[config.mk]
export PLATFORM = sky130hd
export DESIGN_NAME = i2c_cmd_queue
export DESIGN_NICKNAME = d
export VERILOG_FILES = /design/src/rtl/i2c_cmd_queue.sv
export SDC_FILE = /design/constraint.sdc
export NUM_CORES = 1
export LEC_CHECK = 0
export CAP_MARGIN = 15
export CORE_AREA = 5 5 127 129
export DETAILED_ROUTE_END_ITERATION = 16
export DIE_AREA = 0 0 132 134
export DONT_BUFFER_PORTS = 1
export PLACE_DENSITY = 0.83
export SETUP_SLACK_MARGIN = 0.3
export SKIP_CTS_REPAIR_TIMING = 1
export SLEW_MARGIN = 10
export SYNTH_ARGS = -nofsm -noshare
export SYNTH_HDL_FRONTEND = slang
export SYNTH_SLANG_ARGS = --single-unit
[constraint.sdc]
create_clock -name clk_i -period 8.5 [get_ports clk_i]
set_input_delay 1.7 -clock clk_i [delete_from_list [all_inputs] [get_ports clk_i]]
set_output_delay 1.7 -clock clk_i [all_outputs]
set_load 0.1 [all_outputs]
[src/rtl/i2c_cmd_queue.sv]
// i2c_cmd_queue: command FIFO plus issue sequencer in front of the I2C test
// controller. Commands are queued, then handed to the controller one at a
// time over its execute/busy handshake; read bytes come back on rsp_*.
module i2c_cmd_queue #(
  parameter int DEPTH = 8,
  parameter int PTR_W = 3
) (
  input  logic             clk_i,
  input  logic             rst_i,
  input  logic             cmd_valid_i,
  output logic             cmd_ready_o,
  input  logic [6:0]       cmd_addr_i,
  input  logic             cmd_rw_i,
  input  logic [7:0]       cmd_reg_i,
  input  logic [7:0]       cmd_data_i,
  output logic [6:0]       ctl_address_o,
  output logic             ctl_rw_o,
  output logic [7:0]       ctl_register_o,
  output logic [7:0]       ctl_data_o,
  output logic             ctl_execute_o,
  input  logic             ctl_busy_i,
  input  logic [7:0]       ctl_rdata_i,
  output logic             rsp_valid_o,
  output logic [7:0]       rsp_reg_o,
  output logic [7:0]       rsp_data_o,
  output logic [PTR_W:0]   level_o,
  output logic             idle_o
);

  localparam logic [PTR_W:0] FULL_LVL = (PTR_W+1)'(DEPTH);

  typedef struct packed {
    logic [6:0] addr;
    logic       rw;
    logic [7:0] rg;
    logic [7:0] data;
  } cmd_t;

  typedef enum logic [2:0] {
    IDLE  = 3'd0,
    ISSUE = 3'd1,
    ARM   = 3'd2,
    RUN   = 3'd3,
    DONE  = 3'd4
  } state_t;

  state_t           state_q, state_d;
  cmd_t             mem [DEPTH];
  cmd_t             cmd_in;
  cmd_t             head;
  logic [PTR_W-1:0] wr_ptr_q, rd_ptr_q;
  logic [PTR_W:0]   level_q;
  logic             push, pop, rsp_fire;

  assign cmd_in      = '{addr: cmd_addr_i, rw: cmd_rw_i, rg: cmd_reg_i, data: cmd_data_i};
  assign head        = mem[rd_ptr_q];
  // A full FIFO refuses pushes outright, even when the head leaves this cycle.
  assign cmd_ready_o = (level_q != FULL_LVL);
  assign push        = cmd_valid_i && cmd_ready_o && !rst_i;
  assign level_o     = level_q;
  assign idle_o      = (level_q == '0) && (state_q == IDLE) && !ctl_busy_i;

  // Entry storage; contents need no reset because the pointers gate them.
  always_ff @(posedge clk_i) begin
    if (push) mem[wr_ptr_q] <= cmd_in;
  end

  // Pointers and occupancy; both pointers wrap naturally at DEPTH.
  always_ff @(posedge clk_i) begin
    if (rst_i) begin
      wr_ptr_q <= '0;
      rd_ptr_q <= '0;
      level_q  <= '0;
    end else begin
      if (push) wr_ptr_q <= wr_ptr_q + 1'b1;
      if (pop)  rd_ptr_q <= rd_ptr_q + 1'b1;
      case ({push, pop})
        2'b10:   level_q <= level_q + 1'b1;
        2'b01:   level_q <= level_q - 1'b1;
        default: level_q <= level_q;
      endcase
    end
  end

  // Sequencer state register.
  always_ff @(posedge clk_i) begin
    if (rst_i) state_q <= IDLE;
    else       state_q <= state_d;
  end

  // Next state and handshake strobes. Execute is tied to ISSUE alone so a
  // falling busy can never re-trigger the controller.
  always_comb begin
    state_d       = state_q;
    pop           = 1'b0;
    rsp_fire      = 1'b0;
    ctl_execute_o = 1'b0;
    case (state_q)
      IDLE: begin
        if ((level_q != '0) && !ctl_busy_i) begin
          pop     = 1'b1;
          state_d = ISSUE;
        end
      end
      ISSUE: begin
        ctl_execute_o = 1'b1;
        state_d       = ARM;
      end
      ARM: begin
        if (ctl_busy_i) state_d = RUN;
      end
      RUN: begin
        if (!ctl_busy_i) state_d = DONE;
      end
      DONE: begin
        rsp_fire = ctl_rw_o;
        state_d  = IDLE;
      end
      default: state_d = IDLE;
    endcase
  end

  // Operand latch: loaded only on the IDLE->ISSUE pop, held for the whole
  // transfer so the controller sees stable inputs.
  always_ff @(posedge clk_i) begin
    if (rst_i) begin
      ctl_address_o  <= '0;
      ctl_rw_o       <= 1'b0;
      ctl_register_o <= '0;
      ctl_data_o     <= '0;
    end else if (pop) begin
      ctl_address_o  <= head.addr;
      ctl_rw_o       <= head.rw;
      ctl_register_o <= head.rg;
      ctl_data_o     <= head.data;
    end
  end

  // Read response: one-cycle valid, payload held until the next read lands.
  always_ff @(posedge clk_i) begin
    if (rst_i) begin
      rsp_valid_o <= 1'b0;
      rsp_reg_o   <= '0;
      rsp_data_o  <= '0;
    end else begin
      rsp_valid_o <= rsp_fire;
      if (rsp_fire) begin
        rsp_reg_o  <= ctl_register_o;
        rsp_data_o <= ctl_rdata_i;
      end
    end
  end

endmodule

==> summary.md, run 1 <==
Run status
* completed — outcome

Setup path
* input port — kind of start point of the critical path
* level_o[1] — FF-to-FF Start
* output pin — endpoint type of the worst setup path
* mem[0][9] — worst flop-to-flop path endpoint
* 2 — Crit. path cell count
* 5 — maximum fanout along the worst path
* input port to output pin — worst setup path category
* nor4_4 -> nor2b_2 — worst-path cell chain
* 6.80 ns — data required time of the critical path
* 0 — worst path buffer plus inverter count
* 0.95 ns — longest individual stage delay on the worst path
* 3.01 ns — arrival time at the worst endpoint
* 4.37 ns — reg2reg setup slack
* nor2b_2 — highest-delay cell along the critical path
* 5 — number of cells on the worst reg-to-reg path
* simple AND/OR/NAND/NOR gates — cell class contributing the biggest share of worst-path delay

Synthesis
* 0.724 — sequential fraction of the synthesis area
* edfxtp_1 — Synth Flop Type
* 9460 µm² — mapped cell area
* 0 — Synth Warn #
* 43 — unique cell type count in the Yosys netlist
* 562 — Post-Syn Nets
* 192 — EDFF count, synth
* 521 — number of cells produced by synthesis
* 18.2 µm² — synthesized area per cell
* 246 — post-synthesis sequential element count
* 0 — async set-or-reset flop fraction in the synthesized netlist

Power
* 347 nW/µm² — total power divided by cell area
* 3620 µW — post-route total power
* 192 µV — worst ir drop on vdd
* 0.00330 µW — LEAKAGE

Clock network
* 246 — clock sink count
* 3 — maximum clock insertion buffer count
* clkbuf_16 — CTS root buf
* 1 — total number of H-tree levels
* 0.06 ns — CTS clock-pin slew for the worst setup and hold paths
* built — CTS tree
* 24 — TritonCTS Buffers
* 0.51 ns — Clock Latency Late Sink

Place
* 687 — Cell Count Post-Placement
* 0.774 — final RePlAce weighted congestion
* 9840 µm — total half-perimeter wirelength after legalization and detailed placement
* 9610 µm² — placed cell area
* 0 — Port Buffers

STA
* 0 — Slew Limit Fails
* 0.00760 ns — worst clock skew
* 0 — final hold violations
* 0.554 — Period Utilization, post-route
* 0.206 — Slew Limit Headroom
* no — unrepaired setup endpoints after global routing
* 4.71 ns — shortest clock period the worst path allows after layout
* 0 — count of final setup violators
* 0.212 GHz — maximum frequency from static timing analysis
* 1.19 ns — transition time at the pin with the least slew margin
* 0 ns — setup total negative slack

Global route
* 60 — largest net degree at the start of global routing
* 28,700 µm — wire length of the first global-routing pass
* 0.209 — global routing usage summed across all routing layers
* 0 — antenna violations before repair
* 0 — grt total ovfl
* 4,881 — vias in the first global route

Routing
* 4,656 — Via Count
* 18,100 µm — total wirelength of the detailed-routed design
* 0 — antenna violation net count after detailed routing
* 6.37 — detailed-route vias per instance
* 497 — violation count after the first detailed-route iteration
* 0 — number of DRC violations after detailed routing
* 24.8 µm — wire length per cell
* 4 — number of detailed-route iterations in the first pass

Flow run
* 0 — max-capacitance violation count

Die
* 84 — number of primary I/O pins
* 14,900 µm² — core outline area
* 132 µm — Die Span X
* 17,700 µm² — die area
* 0.634 — Initial Util
* 134 µm — y dimension of the die
* 45 — Std-Cell Rows

Final layout
* 10.5% — synth-to-layout area growth
* 0 — number of diodes
* 0.284 — fraction of layout instances using a drive strength above 1
* 10,500 µm² — Non-Filler Cell Area, Final
* 0.700 — Util after Layout
* 566 — fin nets
* 731 — post-layout instance count excluding filler cells

Hold path
* flop to flop — path class of the lowest-slack min-delay path
* state_q[2] — Hold Path Sink
* 2 — Cells on Worst Hold Path
* state_q[0] — beginning of the worst hold path

-- per-layer routing --
layer  vias up  wire [µm]  GRT usage
met5         -          0          0
met4         0        381     0.0617
met3        38       1620     0.0536
met2       185       9310      0.342
met1      2389       6820      0.282
li1       2044          -          -
-- cell usage in the layout (no fill, tap or decap), drive strengths merged, types with 4 or more instances in the layout --
| cell | synthesis | layout |
|---|---|---|
| edfxtp | 192 | 192 |
| dfxtp | 54 | 54 |
| mux4 | 48 | 48 |
| nor2 | 40 | 40 |
| nand2 | 37 | 37 |
| clkbuf | 15 | 33 |
| nor3 | 28 | 28 |
| o22ai | 24 | 24 |
| a21oi | 20 | 20 |
| buf | 17 | 9 |
| clkinv | 0 | 7 |
| nand3 | 6 | 6 |
| ha | 5 | 5 |
| xor2 | 4 | 4 |
| o21ai | 4 | 4 |
| bufinv | 0 | 4 |
-- cells in the mapped netlist (all sizes together), types with 2 or more instances --
library cell  count  area (µm²)
nor3             28         240
a21oi            20         100
ha                5        62.6
clkbuf           15        57.6
or3               2        13.8
edfxtp          192        5770
nor2b             3        18.8
o22ai            24         150
mux2i             2        20.0
o21ai             4        20.0
xnor2             2        17.5
nand2b            2        12.5
nor2             40         293
buf              17         158
mux4             48        1080
nand3             6        55.1
xor2              4        35.0
dfxtp            54        1080
nor4              3        33.8
nand2            37         139
-- state kept, by name, summed over array words and instances, names as in the netlist --
signal          count
rsp_valid_o         1
state_q             3
ctl_rw_o            1
ctl_data_o          8
ctl_address_o       7
ctl_register_o      8
mem               192
rsp_data_o          8
level_o             4
wr_ptr_q            3
rsp_reg_o           8
rd_ptr_q            3
-- logic make-up (layout without fill, tap and decap cells) --
group / after synthesis / count (layout) / synth area share
XOR/XNOR: 6 / 6 / 0.00555
AO/OA/AOI/OAI: 50 / 50 / 0.0302
buffers and inverters: 33 / 55 / 0.0231
adder cells (fa/ha/maj): 5 / 5 / 0.00661
multiplexers: 51 / 51 / 0.118
flip-flops: 246 / 246 / 0.724
AND/OR/NAND/NOR: 130 / 130 / 0.0934
-- through the flow --
step                      hold slack [ns]  setup slack [ns]
final                               0.547              3.79
after global routing                0.580              3.74
after CTS                           0.545              3.77
after detailed placement            0.531              3.77
after global placement              0.487              3.81
after floorplan                     0.480              3.36
-- how the worst max path moves through the flow --
stage,endpoint,start
after floorplan,idle_o,ctl_busy_i
after global placement,idle_o,ctl_busy_i
after detailed placement,idle_o,ctl_busy_i
after CTS,idle_o,ctl_busy_i
after global routing,idle_o,ctl_busy_i
final,idle_o,ctl_busy_i
-- report_power, final --
group	total (µW)	internal [µW]	switching, µW
Clock	1110	683	423
Sequential	1960	1380	577
Combinational	558	243	315
-- area by class of cell --
class / count / area [µm²]
Sequential cell: 246 / 6850
Multi-Input combinational cell: 242 / 2430
Clock buffer: 32 / 682
Tap cell: 188 / 235
Fill cell: 847 / 4470
Clock inverter: 12 / 158
Timing Repair Buffer: 10 / 92.6
Inverter: 1 / 3.75
(Power assumes the default switching activity.)
==> run 2, diff against run 1 <==
- ABC_AREA: not set -> 1
- CORE_AREA: 5 5 127 129 -> 5 5 137 139
- DIE_AREA: 0 0 132 134 -> 0 0 142 144
- PLACE_DENSITY: 0.83 -> 0.78
- clock period: 8.5 -> 3.8 ns (I/O delays scaled with it)
==> run 2 against run 1 <==
  * Setup slack worse by 2.7 ns
  * Die area up 16%
  * Final area up 3.0%
  * Hold slack worse by 0.24 ns
  * Via count up 33%
  * Highest routed layer unchanged
  * First-iteration DRC count down 0.40%
  * Total power up 130%
  * Combinational power rose to 3.3 times the previous value
  * Non-clock buffer count up 11
  * Sequential share of layout area down 1.9 points
==> summary.md, run 2 <==
Run status
* completed — outcome

Clock network
* 3 — maximum clock insertion buffer count
* 246 — clock sink count
* 25 — TritonCTS Buffers
* 0.06 ns — CTS clock-pin slew for the worst setup and hold paths
* built — CTS tree
* 1 — total number of H-tree levels
* 0.52 ns — Clock Latency Late Sink
* clkbuf_16 — CTS root buf

Setup path
* idle_o — end of the critical path
* 5 — maximum fanout along the worst path
* flop — kind of start point of the critical path
* buf_4 — highest-delay cell along the critical path
* 2 — worst path buffer plus inverter count
* buf_4 — cell with the most instances on the worst path
* 1.97 ns — arrival time at the worst endpoint
* 0.31 ns — longest individual stage delay on the worst path
* flop to output pin — worst setup path category
* level_o[0] — launching instance or port of the critical path
* 13 — number of cells on the worst reg-to-reg path
* simple AND/OR/NAND/NOR gates — cell class contributing the biggest share of worst-path delay
* output pin — endpoint type of the worst setup path
* level_o[3] — worst flop-to-flop path endpoint
* 3.04 ns — data required time of the critical path
* buf_4 -> nor2_1 -> nand3_2 -> nor3_4 -> buf_4 — worst-path cell chain
* 5 — Crit. path cell count
* level_o[2] — FF-to-FF Start
* 1.32 ns — reg2reg setup slack

Final layout
* 0.0864 — fraction of layout instances using a drive strength above 1
* 192 — Largest register FFs
* 2460 µm² — multi-input logic area
* 0 — number of diodes
* edfxtp_1 (192), nor2_1 (156), o21ai_0 (90), nand2_1 (86), inv_1 (56) — commonest cells after routing, fill and taps aside
* 10.3% — synth-to-layout area growth
* 1,109 — post-layout instance count excluding filler cells
* 902 — fin nets
* 6850 µm² — footprint of the flip-flops and latches
* edfxtp_1 — most frequent standard cell in the layout excluding fill and tap cells
* 10,800 µm² — Non-Filler Cell Area, Final
* mem — register with the most flip-flops
* 1,379 — Filler Cell Count

Place
* 0 — Port Buffers
* 0.741 — final RePlAce weighted congestion
* 1,063 — Cell Count Post-Placement
* 9980 µm² — placed cell area
* 11,200 µm — total half-perimeter wirelength after legalization and detailed placement

Routing
* 5 — number of detailed-route iterations in the first pass
* 5.58 — detailed-route vias per instance
* 0 — antenna violation net count after detailed routing
* 0 — number of DRC violations after detailed routing
* 6,187 — Via Count
* 17.9 µm — wire length per cell
* 19,800 µm — total wirelength of the detailed-routed design
* 495 — violation count after the first detailed-route iteration

Die
* 20,400 µm² — die area
* 0.556 — Initial Util
* 49 — Std-Cell Rows
* 84 — number of primary I/O pins
* 142 µm — Die Span X
* 17,500 µm² — core outline area
* 144 µm — y dimension of the die

Power
* 0.00384 µW — LEAKAGE
* 544 µV — worst ir drop on vdd
* 766 nW/µm² — total power divided by cell area

STA
* no — unrepaired setup endpoints after global routing
* 0.287 — Slew Limit Headroom
* 2.73 ns — shortest clock period the worst path allows after layout
* 0.718 — Period Utilization, post-route
* 0.00607 ns — worst clock skew
* 0.366 GHz — maximum frequency from static timing analysis
* 1.07 ns — transition time at the pin with the least slew margin
* 0 — final hold violations
* 0 ns — setup total negative slack
* 0 — count of final setup violators
* 0 — Slew Limit Fails

Synthesis
* 11.3 µm² — synthesized area per cell
* 246 — post-synthesis sequential element count
* 0 — async set-or-reset flop fraction in the synthesized netlist
* 9760 µm² — mapped cell area
* edfxtp_1 (59%), dfxtp_1 (11%), nor2_1 (6.3%) — top post-synthesis cells by area
* edfxtp_1 — cell taking the most area after synthesis
* 0.702 — sequential fraction of the synthesis area
* 861 — number of cells produced by synthesis
* 0.591 — portion of synthesized cell area occupied by the leading cell type
* 192 — EDFF count, synth
* edfxtp_1 (192), nor2_1 (165), o21ai_0 (90) — synth cell count leaders
* edfxtp_1 — Synth Flop Type
* 0 — Synth Warn #
* 27 — unique cell type count in the Yosys netlist
* edfxtp_1 — count leader, synth
* 902 — Post-Syn Nets

Hold path
* input port to flop — path class of the lowest-slack min-delay path

Global route
* 0 — grt total ovfl
* 0.193 — global routing usage summed across all routing layers
* 0 — antenna violations before repair
* 6,026 — vias in the first global route
* 31,400 µm — wire length of the first global-routing pass
* 84 — largest net degree at the start of global routing

Flow run
* 0 — max-capacitance violation count

[run 2: area by class of cell]
class	instances	share of cell area
Inverter	61	0.0214
Tap cell	229	0.0266
Sequential cell	246	0.636
Timing Repair Buffer	21	0.0146
Clock buffer	40	0.0652
Multi-Input combinational cell	506	0.228
Clock inverter	6	0.00756
[run 2: worst reg2reg max path, stage by stage, from the launching register on]
cell and delay, ns:
dfxtp_1 0.30, buf_4 0.29, inv_1 0.16, nand3_2 0.16
nand2_2 0.13, nor2_8 0.10, buf_4 0.44, ha_1 0.32
xnor2_1 0.17, inv_1 0.06, nand3_1 0.08, nand3_1 0.07
nand2_1 0.06, inv_1 0.03
[run 2: how the worst min path moves through the flow]
stage | to | cells after the start | start
6_report | wr_ptr_q[0] | 1 | rst_i
5_1_grt | level_o[0] | 1 | rst_i
4_1_cts | wr_ptr_q[0] | 1 | rst_i
3_5_place_dp | wr_ptr_q[0] | 2 | wr_ptr_q[0]
3_3_place_gp | wr_ptr_q[0] | 2 | wr_ptr_q[0]
2_1_floorplan | wr_ptr_q[0] | 2 | wr_ptr_q[0]
[run 2: logic make-up after synthesis]
logic type,synth area share
AO/OA/AOI/OAI,0.102
XOR/XNOR,0.00359
adder cells (fa/ha/maj),0.00641
buffers and inverters,0.0505
flip-flops,0.702
AND/OR/NAND/NOR,0.136
[run 2: metrics by stage]
| step | total power, µW | util | worst slack (ns) | hold slack [ns] |
|---|---|---|---|---|
| detailed placement | 5960 | 0.569 | 1.32 | 0.492 |
| global route | 8630 | 0.614 | 0.996 | 0.296 |
| global placement | 5890 | 0.569 | 1.40 | 0.484 |
| finish | 8240 | 0.614 | 1.07 | 0.307 |
| CTS | 8310 | 0.614 | 1.02 | 0.283 |
| floorplan | 5610 | - | 0.246 | 0.470 |
[run 2: layer usage]
metal	wire length (µm)	global-route usage	vias up
li1	-	-	2986
met1	8020	0.249	2979
met2	9790	0.334	192
met3	1670	0.0479	30
met4	343	0.0424	0
met5	0	0	-
[run 2: power by group]
part	total [µW]	switching (µW)	internal, µW	leakage, µW
Sequential	4070	970	3100	0.00217
Clock	2340	947	1400	0.000378
Combinational	1830	1270	556	0.00129
Total	8240	3190	5060	0.00384
